<file path="src/rtl/sram_cmd_ctrl_pkg.sv">
// Shared definitions for the serial SRAM command controller:
// command codes, FSM state encoding and the default CONST reply.
package sram_cmd_ctrl_pkg;

  localparam logic [7:0] CMD_ADDR     = 8'h01;
  localparam logic [7:0] CMD_LOAD     = 8'h02;
  localparam logic [7:0] CMD_WRITE    = 8'h03;
  localparam logic [7:0] CMD_READ     = 8'h04;
  localparam logic [7:0] CMD_READ_INC = 8'h05;
  localparam logic [7:0] CMD_COUNT    = 8'h06;
  localparam logic [7:0] CMD_CONST    = 8'h07;

  localparam logic [31:0] CONST_VAL_DEFAULT = 32'd259;
  localparam logic [31:0] RESP_UNKNOWN      = 32'hFFFF_FFFF;
  localparam logic [31:0] RESP_WRITE_DONE   = 32'h0000_0003;

  typedef enum logic [2:0] {
    ST_RX       = 3'd0,
    ST_EXEC     = 3'd1,
    ST_RAM_REQ  = 3'd2,
    ST_RAM_WAIT = 3'd3,
    ST_TX_SEND  = 3'd4,
    ST_TX_WAIT  = 3'd5
  } state_t;

  function automatic logic is_ram_cmd(input logic [7:0] c);
    return (c == CMD_WRITE) || (c == CMD_READ) || (c == CMD_READ_INC);
  endfunction

endpackage

</file>
<file path="src/rtl/sram_cmd_framer.sv">
// Assembles cmd + 4 big-endian data bytes into one frame; a partial frame is
// dropped after TIMEOUT idle cycles. frame_valid pulses one cycle after byte 5.
module sram_cmd_framer #(
  parameter int TIMEOUT = 1200000
) (
  input  logic        clk,
  input  logic        reset,
  input  logic        enable,
  input  logic        rx_valid,
  input  logic [7:0]  rx_data,
  output logic        frame_valid,
  output logic [7:0]  cmd,
  output logic [31:0] data
);

  localparam int TW = $clog2(TIMEOUT + 1);
  localparam logic [TW-1:0] TMO   = TW'(TIMEOUT);
  localparam logic [TW-1:0] T_ONE = TW'(1);

  logic [39:0]   shreg;
  logic [2:0]    count;
  logic [TW-1:0] idle_cnt;
  logic          expired;

  assign expired = (count != 3'd0) && (idle_cnt >= TMO);
  assign cmd     = shreg[39:32];
  assign data    = shreg[31:0];

  always_ff @(posedge clk) begin
    if (reset) begin
      shreg       <= '0;
      count       <= 3'd0;
      idle_cnt    <= '0;
      frame_valid <= 1'b0;
    end else begin
      frame_valid <= 1'b0;
      if (enable) begin
        if (rx_valid) begin
          shreg    <= {shreg[31:0], rx_data};
          idle_cnt <= '0;
          // A byte landing on the timeout cycle starts a fresh frame.
          if (expired) begin
            count <= 3'd1;
          end else if (count == 3'd4) begin
            count       <= 3'd0;
            frame_valid <= 1'b1;
          end else begin
            count <= count + 3'd1;
          end
        end else if (expired) begin
          count    <= 3'd0;
          idle_cnt <= '0;
        end else if (count != 3'd0) begin
          idle_cnt <= idle_cnt + T_ONE;
        end
      end
    end
  end

endmodule

</file>
<file path="src/rtl/sram_cmd_ctrl.sv">
// Serial command controller: 5-byte frames in, SRAM access via ready/start, 4-byte reply out.
// Reply starts >=2 cycles after the 5th byte; stalls on ram_ready/tx_ready; bytes received while busy are dropped.
module sram_cmd_ctrl
  import sram_cmd_ctrl_pkg::*;
#(
  parameter int          ADDR_WIDTH = 13,
  parameter int          TIMEOUT    = 1200000,
  parameter logic [31:0] CONST_VAL  = CONST_VAL_DEFAULT
) (
  input  logic                  clk,
  input  logic                  reset,
  input  logic                  rx_valid,
  input  logic [7:0]            rx_data,
  output logic                  tx_start,
  output logic [7:0]            tx_data,
  input  logic                  tx_ready,
  input  logic                  ram_ready,
  output logic                  ram_start,
  output logic                  ram_re,
  output logic [ADDR_WIDTH-1:0] ram_address,
  output logic [7:0]            ram_data_write,
  input  logic [7:0]            ram_data_read,
  output logic                  busy,
  output logic                  rx_overrun
);

  localparam logic [ADDR_WIDTH-1:0] ADDR_ONE = ADDR_WIDTH'(1);

  state_t      state, state_nxt;
  logic        frame_valid;
  logic [7:0]  cmd;
  logic [31:0] data;
  logic [31:0] resp;
  logic [31:0] frame_cnt;
  logic [1:0]  byte_cnt;
  logic        wait_armed;
  logic        tx_fell;

  sram_cmd_framer #(
    .TIMEOUT (TIMEOUT)
  ) u_framer (
    .clk         (clk),
    .reset       (reset),
    .enable      ((state == ST_RX) && !frame_valid),
    .rx_valid    (rx_valid),
    .rx_data     (rx_data),
    .frame_valid (frame_valid),
    .cmd         (cmd),
    .data        (data)
  );

  assign busy    = (state != ST_RX);
  assign tx_data = resp[31:24];

  always_comb begin
    state_nxt = state;
    ram_start = 1'b0;
    tx_start  = 1'b0;
    case (state)
      ST_RX: begin
        if (frame_valid) state_nxt = ST_EXEC;
      end
      ST_EXEC: begin
        state_nxt = is_ram_cmd(cmd) ? ST_RAM_REQ : ST_TX_SEND;
      end
      ST_RAM_REQ: begin
        if (ram_ready) begin
          ram_start = 1'b1;
          state_nxt = ST_RAM_WAIT;
        end
      end
      ST_RAM_WAIT: begin
        // The driver may still show ready in the cycle right after start.
        if (wait_armed && ram_ready) state_nxt = ST_TX_SEND;
      end
      ST_TX_SEND: begin
        if (tx_ready) begin
          tx_start  = 1'b1;
          state_nxt = ST_TX_WAIT;
        end
      end
      ST_TX_WAIT: begin
        if (tx_fell && tx_ready) state_nxt = (byte_cnt == 2'd3) ? ST_RX : ST_TX_SEND;
      end
      default: state_nxt = ST_RX;
    endcase
  end

  always_ff @(posedge clk) begin
    if (reset) begin
      state          <= ST_RX;
      resp           <= '0;
      frame_cnt      <= '0;
      byte_cnt       <= 2'd0;
      wait_armed     <= 1'b0;
      tx_fell        <= 1'b0;
      ram_re         <= 1'b0;
      ram_address    <= '0;
      ram_data_write <= '0;
      rx_overrun     <= 1'b0;
    end else begin
      state <= state_nxt;
      if (rx_valid && ((state != ST_RX) || frame_valid)) rx_overrun <= 1'b1;

      case (state)
        ST_EXEC: begin
          byte_cnt <= 2'd0;
          case (cmd)
            CMD_ADDR: begin
              ram_address <= data[ADDR_WIDTH-1:0];
              resp        <= data;
            end
            CMD_LOAD: begin
              ram_data_write <= data[7:0];
              resp           <= data;
            end
            CMD_WRITE:              ram_re <= 1'b0;
            CMD_READ, CMD_READ_INC: ram_re <= 1'b1;
            CMD_COUNT: begin
              resp      <= frame_cnt;
              frame_cnt <= frame_cnt + 32'd1;
            end
            CMD_CONST: resp <= CONST_VAL;
            default:   resp <= RESP_UNKNOWN;
          endcase
        end
        ST_RAM_REQ: wait_armed <= 1'b0;
        ST_RAM_WAIT: begin
          if (!wait_armed) begin
            wait_armed <= 1'b1;
          end else if (ram_ready) begin
            resp <= (cmd == CMD_WRITE) ? RESP_WRITE_DONE : {24'h0, ram_data_read};
            if (cmd == CMD_READ_INC) ram_address <= ram_address + ADDR_ONE;
          end
        end
        ST_TX_SEND: tx_fell <= 1'b0;
        ST_TX_WAIT: begin
          if (!tx_fell) begin
            if (!tx_ready) tx_fell <= 1'b1;
          end else if (tx_ready) begin
            resp     <= {resp[23:0], 8'h00};
            byte_cnt <= byte_cnt + 2'd1;
            tx_fell  <= 1'b0;
          end
        end
        default: ;
      endcase
    end
  end

endmodule

</file>
<file path="config.mk">
export PLATFORM = sky130hd
export DESIGN_NAME = sram_cmd_ctrl
export DESIGN_NICKNAME = d
export VERILOG_FILES = /design/src/rtl/sram_cmd_ctrl_pkg.sv /design/src/rtl/sram_cmd_framer.sv /design/src/rtl/sram_cmd_ctrl.sv
export SDC_FILE = /design/constraint.sdc
export NUM_CORES = 1
export LEC_CHECK = 0
export ABC_AREA = 1
export BUFFER_PORTS_ARGS = -buffer_cell sky130_fd_sc_hd__buf_2
export CORE_ASPECT_RATIO = 1.4
export CORE_UTILIZATION = 43
export DETAILED_ROUTE_END_ITERATION = 10
export SLEW_MARGIN = 10
export SYNTH_ARGS = -nofsm -noshare
export SYNTH_HDL_FRONTEND = slang
export SYNTH_SLANG_ARGS = --single-unit
export TNS_END_PERCENT = 1
</file>
<file path="constraint.sdc">
create_clock -name clk -period 2.4 [get_ports clk]
set_input_delay 0.48 -clock clk [delete_from_list [all_inputs] [get_ports clk]]
set_output_delay 0.48 -clock clk [all_outputs]
set_load 0.02 [all_outputs]
</file>
==> results.cfg <==
[status]
status = finished clean

[worst_setup_path]
worstPathArrival_ns = 1.59
r2r-end = byte_cnt[0]
crit_required_ns = 1.92
r2r_start = state[0]
r2r_slack_ns = 0.46
reg2regPathDepth = 6
crit_type = reg2out
end_kind = primary output
cpMostUsedCell = inv_1
max_stage_delay_ns = 0.43
startpoint_type = flop
crit_path_max_fanout = 5
critical-path-slowest-cell = dfxtp_1
path_cells = inv_1, nor3_1, inv_1, nor2_1, buf_2

[grt]
gr-total-overflow = 0
grt_max_degree = 71
gr-usage-met1_pct = 28.7
grt_busiest_layer = met2
grt_usage_pct = 23.9
grt_use_met3_pct = 3.73
grt_pass1_wl_um = 38800
gr-usage-met2_pct = 43.1
antenna_found_initial = 0
grt_pass1_vias = 7817

[floorplanning]
io_pins = 55
coreArea_mm2 = 0.0194
die_width_um = 122
die_h_um = 169
initial_core_util_pct = 44.3
num_rows = 60
die_area_mm2 = 0.0206

[drt]
drt_pass1_iterations = 5
drc = 0
ant_nets = 0
vias_per_cell = 5.07
drtIter0Drc = 564
wl_um = 23600
wire_per_inst_um = 14.4
num_vias = 8310

[placed_design]
hpwl_um = 17000
port_buffers = 54
place.gp.congestion = 0.878

[final_layout]
antennaDiodeCount = 0
layout-drive-gt1-share_pct = 9.85
finalNetCount = 1406
regArea_mm2 = 0.00318
area_delta_synth_final_pct = 11.4
fillers = 2068
multi_input_area_mm2 = 0.00456

[logic_synthesis]
yosysMostFrequentCell = nand2_1
yosys-top-cells-count = 370 x nand2_1, 211 x nor2_1, 159 x dfxtp_1, 124 x inv_1, 112 x a21oi_1
synth_edf_count = 0
synthCells = 1350
synth.area.top_cells = dfxtp_1 37%, nand2_1 16%, nor2_1 9.2%, a21oi_1 6.5%, nand3_1 6.0%
async_flop_share_pct = 0
synth-seq-cells = 159
yosysUniqueCellTypes = 39
syn_area_mm2 = 0.00861
synth_top_area_share_pct = 37.0
synth.avg_cell_area_um2 = 6.38
yosys_warnings = 0
syn_nets = 1378
synth_area_leader_cell = dfxtp_1
ys.flop_type = dfxtp_1
ys_seq_area_share_pct = 37.0

[pwr]
max-vdd-ir-drop_v = 0.000539
p_seq_share_pct = 44.2
power_leakage_nw = 4.10
pwr-share-comb_pct = 15.0
powerDensity_mw_per_mm2 = 699
switching_power_mw = 1.98
p_clk_share_pct = 40.8
p_int_mw = 4.73
p_sw_share_pct = 29.5
power_mw = 6.70

[sta]
drv_slew = 0
rsz0062_at_grt = false
final.period_utilization_pct = 86.4
fin_setup_tns_ns = 0
clock_skew_ns = 0.0122
final-setup-viol-count = 0
max_freq_ghz = 0.482
period_needed_ns = 2.07
slew_headroom_pct = 53.7
worstMarginPinSlew_ns = 0.693
final_hold_viol_count = 0

[worst_hold_path]
hold_end = rx_overrun
whs_path_depth = 3
min_path_type = in2reg
hp-start = rx_valid

[clocking]
cts_resized = 0
post_cts_buffers = 0
clkLatencyLatePin_ns = 0.44
clockRootBuffer = clkbuf_16
cts_num_sinks = 159
cts_max_level = 4
clkTransAtPathRegs_ns = 0.06
cts_buffers = 17
cts_hold_buffers = 0
cts_tree = built
clockBufferDepth = 2

[job]
cap_violations = 0
-- power by group through the flow --
stage / sequential [mW] / combinational (mW) / clock [mW]
final: 2.96 / 1.00 / 2.74
after global routing: 2.98 / 1.14 / 2.90
after CTS: 2.96 / 1.01 / 2.77
after detailed placement: 3.01 / 1.00 / 0
after global placement: 3.02 / 0.993 / 0
after floorplan: 2.98 / 0.792 / 0
-- registers in the layout (all words and copies together), names as in the netlist, 2 cells and up --
signal	flops
u_framer.count	3
resp	32
ram_address	13
u_framer.idle_cnt	21
state	3
ram_data_write	8
u_framer.shreg	40
byte_cnt	2
frame_cnt	32
-- per-layer routing --
metal,share of wire [%],routed length (um)
met5,0,0
met4,2.0,473
met3,3.4,795
met2,50,11800
met1,45,10500
-- worst max-delay path by stage --
| stage | startpoint | end |
|---|---|---|
| final | state[1] | ram_start |
| after global routing | state[1] | ram_start |
| after CTS | state[1] | ram_start |
| after detailed placement | state[0] | byte_cnt[0] |
| after global placement | u_framer.shreg[37] | resp[22] |
| after floorplan | ram_address[0] | ram_address[8] |
-- cells in the final DEF, fill, tap and decap left out, types with 2 or more instances in the layout --
cell	instances
o21ai_0	83
buf_4	21
nand3_1	103
buf_12	2
nor3b_1	2
nor3_1	23
clkbuf_1	3
ha_1	7
a21oi_1	112
nor2_1	210
nand3_2	2
xnor2_1	5
clkinv_4	2
and2_1	2
o211ai_1	3
nor2_2	8
nor2_4	5
o21bai_1	4
o2111ai_1	3
inv_2	6
buf_2	54
nand2_1	370
clkinvlp_4	3
a21oi_2	2
inv_6	3
clkbuf_16	17
nand4_1	13
nand3_4	3
dfxtp_1	159
inv_1	124
bufinv_16	2
nand3b_1	8
xor2_1	14
nand2_2	3
-- critical path, delay by kind of cell (launching register included) --
kind                   cells  cell delay [ns]
buffers and inverters      3             0.41
AND/OR/NAND/NOR            2             0.33
flip-flops                 1             0.43
-- cell families after synthesis --
logic type | count (synthesis) | share of synthesized area, %
simple gates | 755 | 37.1
flops | 159 | 37.0
fa+ha+maj | 7 | 1.02
compound gates | 212 | 12.9
buf+inv | 198 | 10.1
xor+xnor | 19 | 1.93
-- per-stage QoR --
stage | hold WS (ns) | area, um^2 | cells | setup slack, ns | utilization [%]
floorplan | 0.429 | 8610 | 1350 | 0.774 | -
global placement | 0.439 | 9010 | 1607 | 0.524 | 46.3
detailed placement | 0.445 | 9010 | 1607 | 0.482 | 46.3
CTS | 0.310 | 9590 | 1639 | 0.302 | 49.3
global route | 0.342 | 9590 | 1639 | 0.175 | 49.3
finish | 0.315 | 9590 | 1639 | 0.327 | 49.3
-- final cells by class --
cell class / count / area share [%]
Clock inverter: 11 / 1.37
Sequential cell: 159 / 33.2
Clock buffer: 21 / 4.70
Timing Repair Buffer: 77 / 4.88
Multi-Input combinational cell: 993 / 47.5
Inverter: 130 / 5.09
Tap cell: 248 / 3.24
Power figures use the tool's default switching activity.
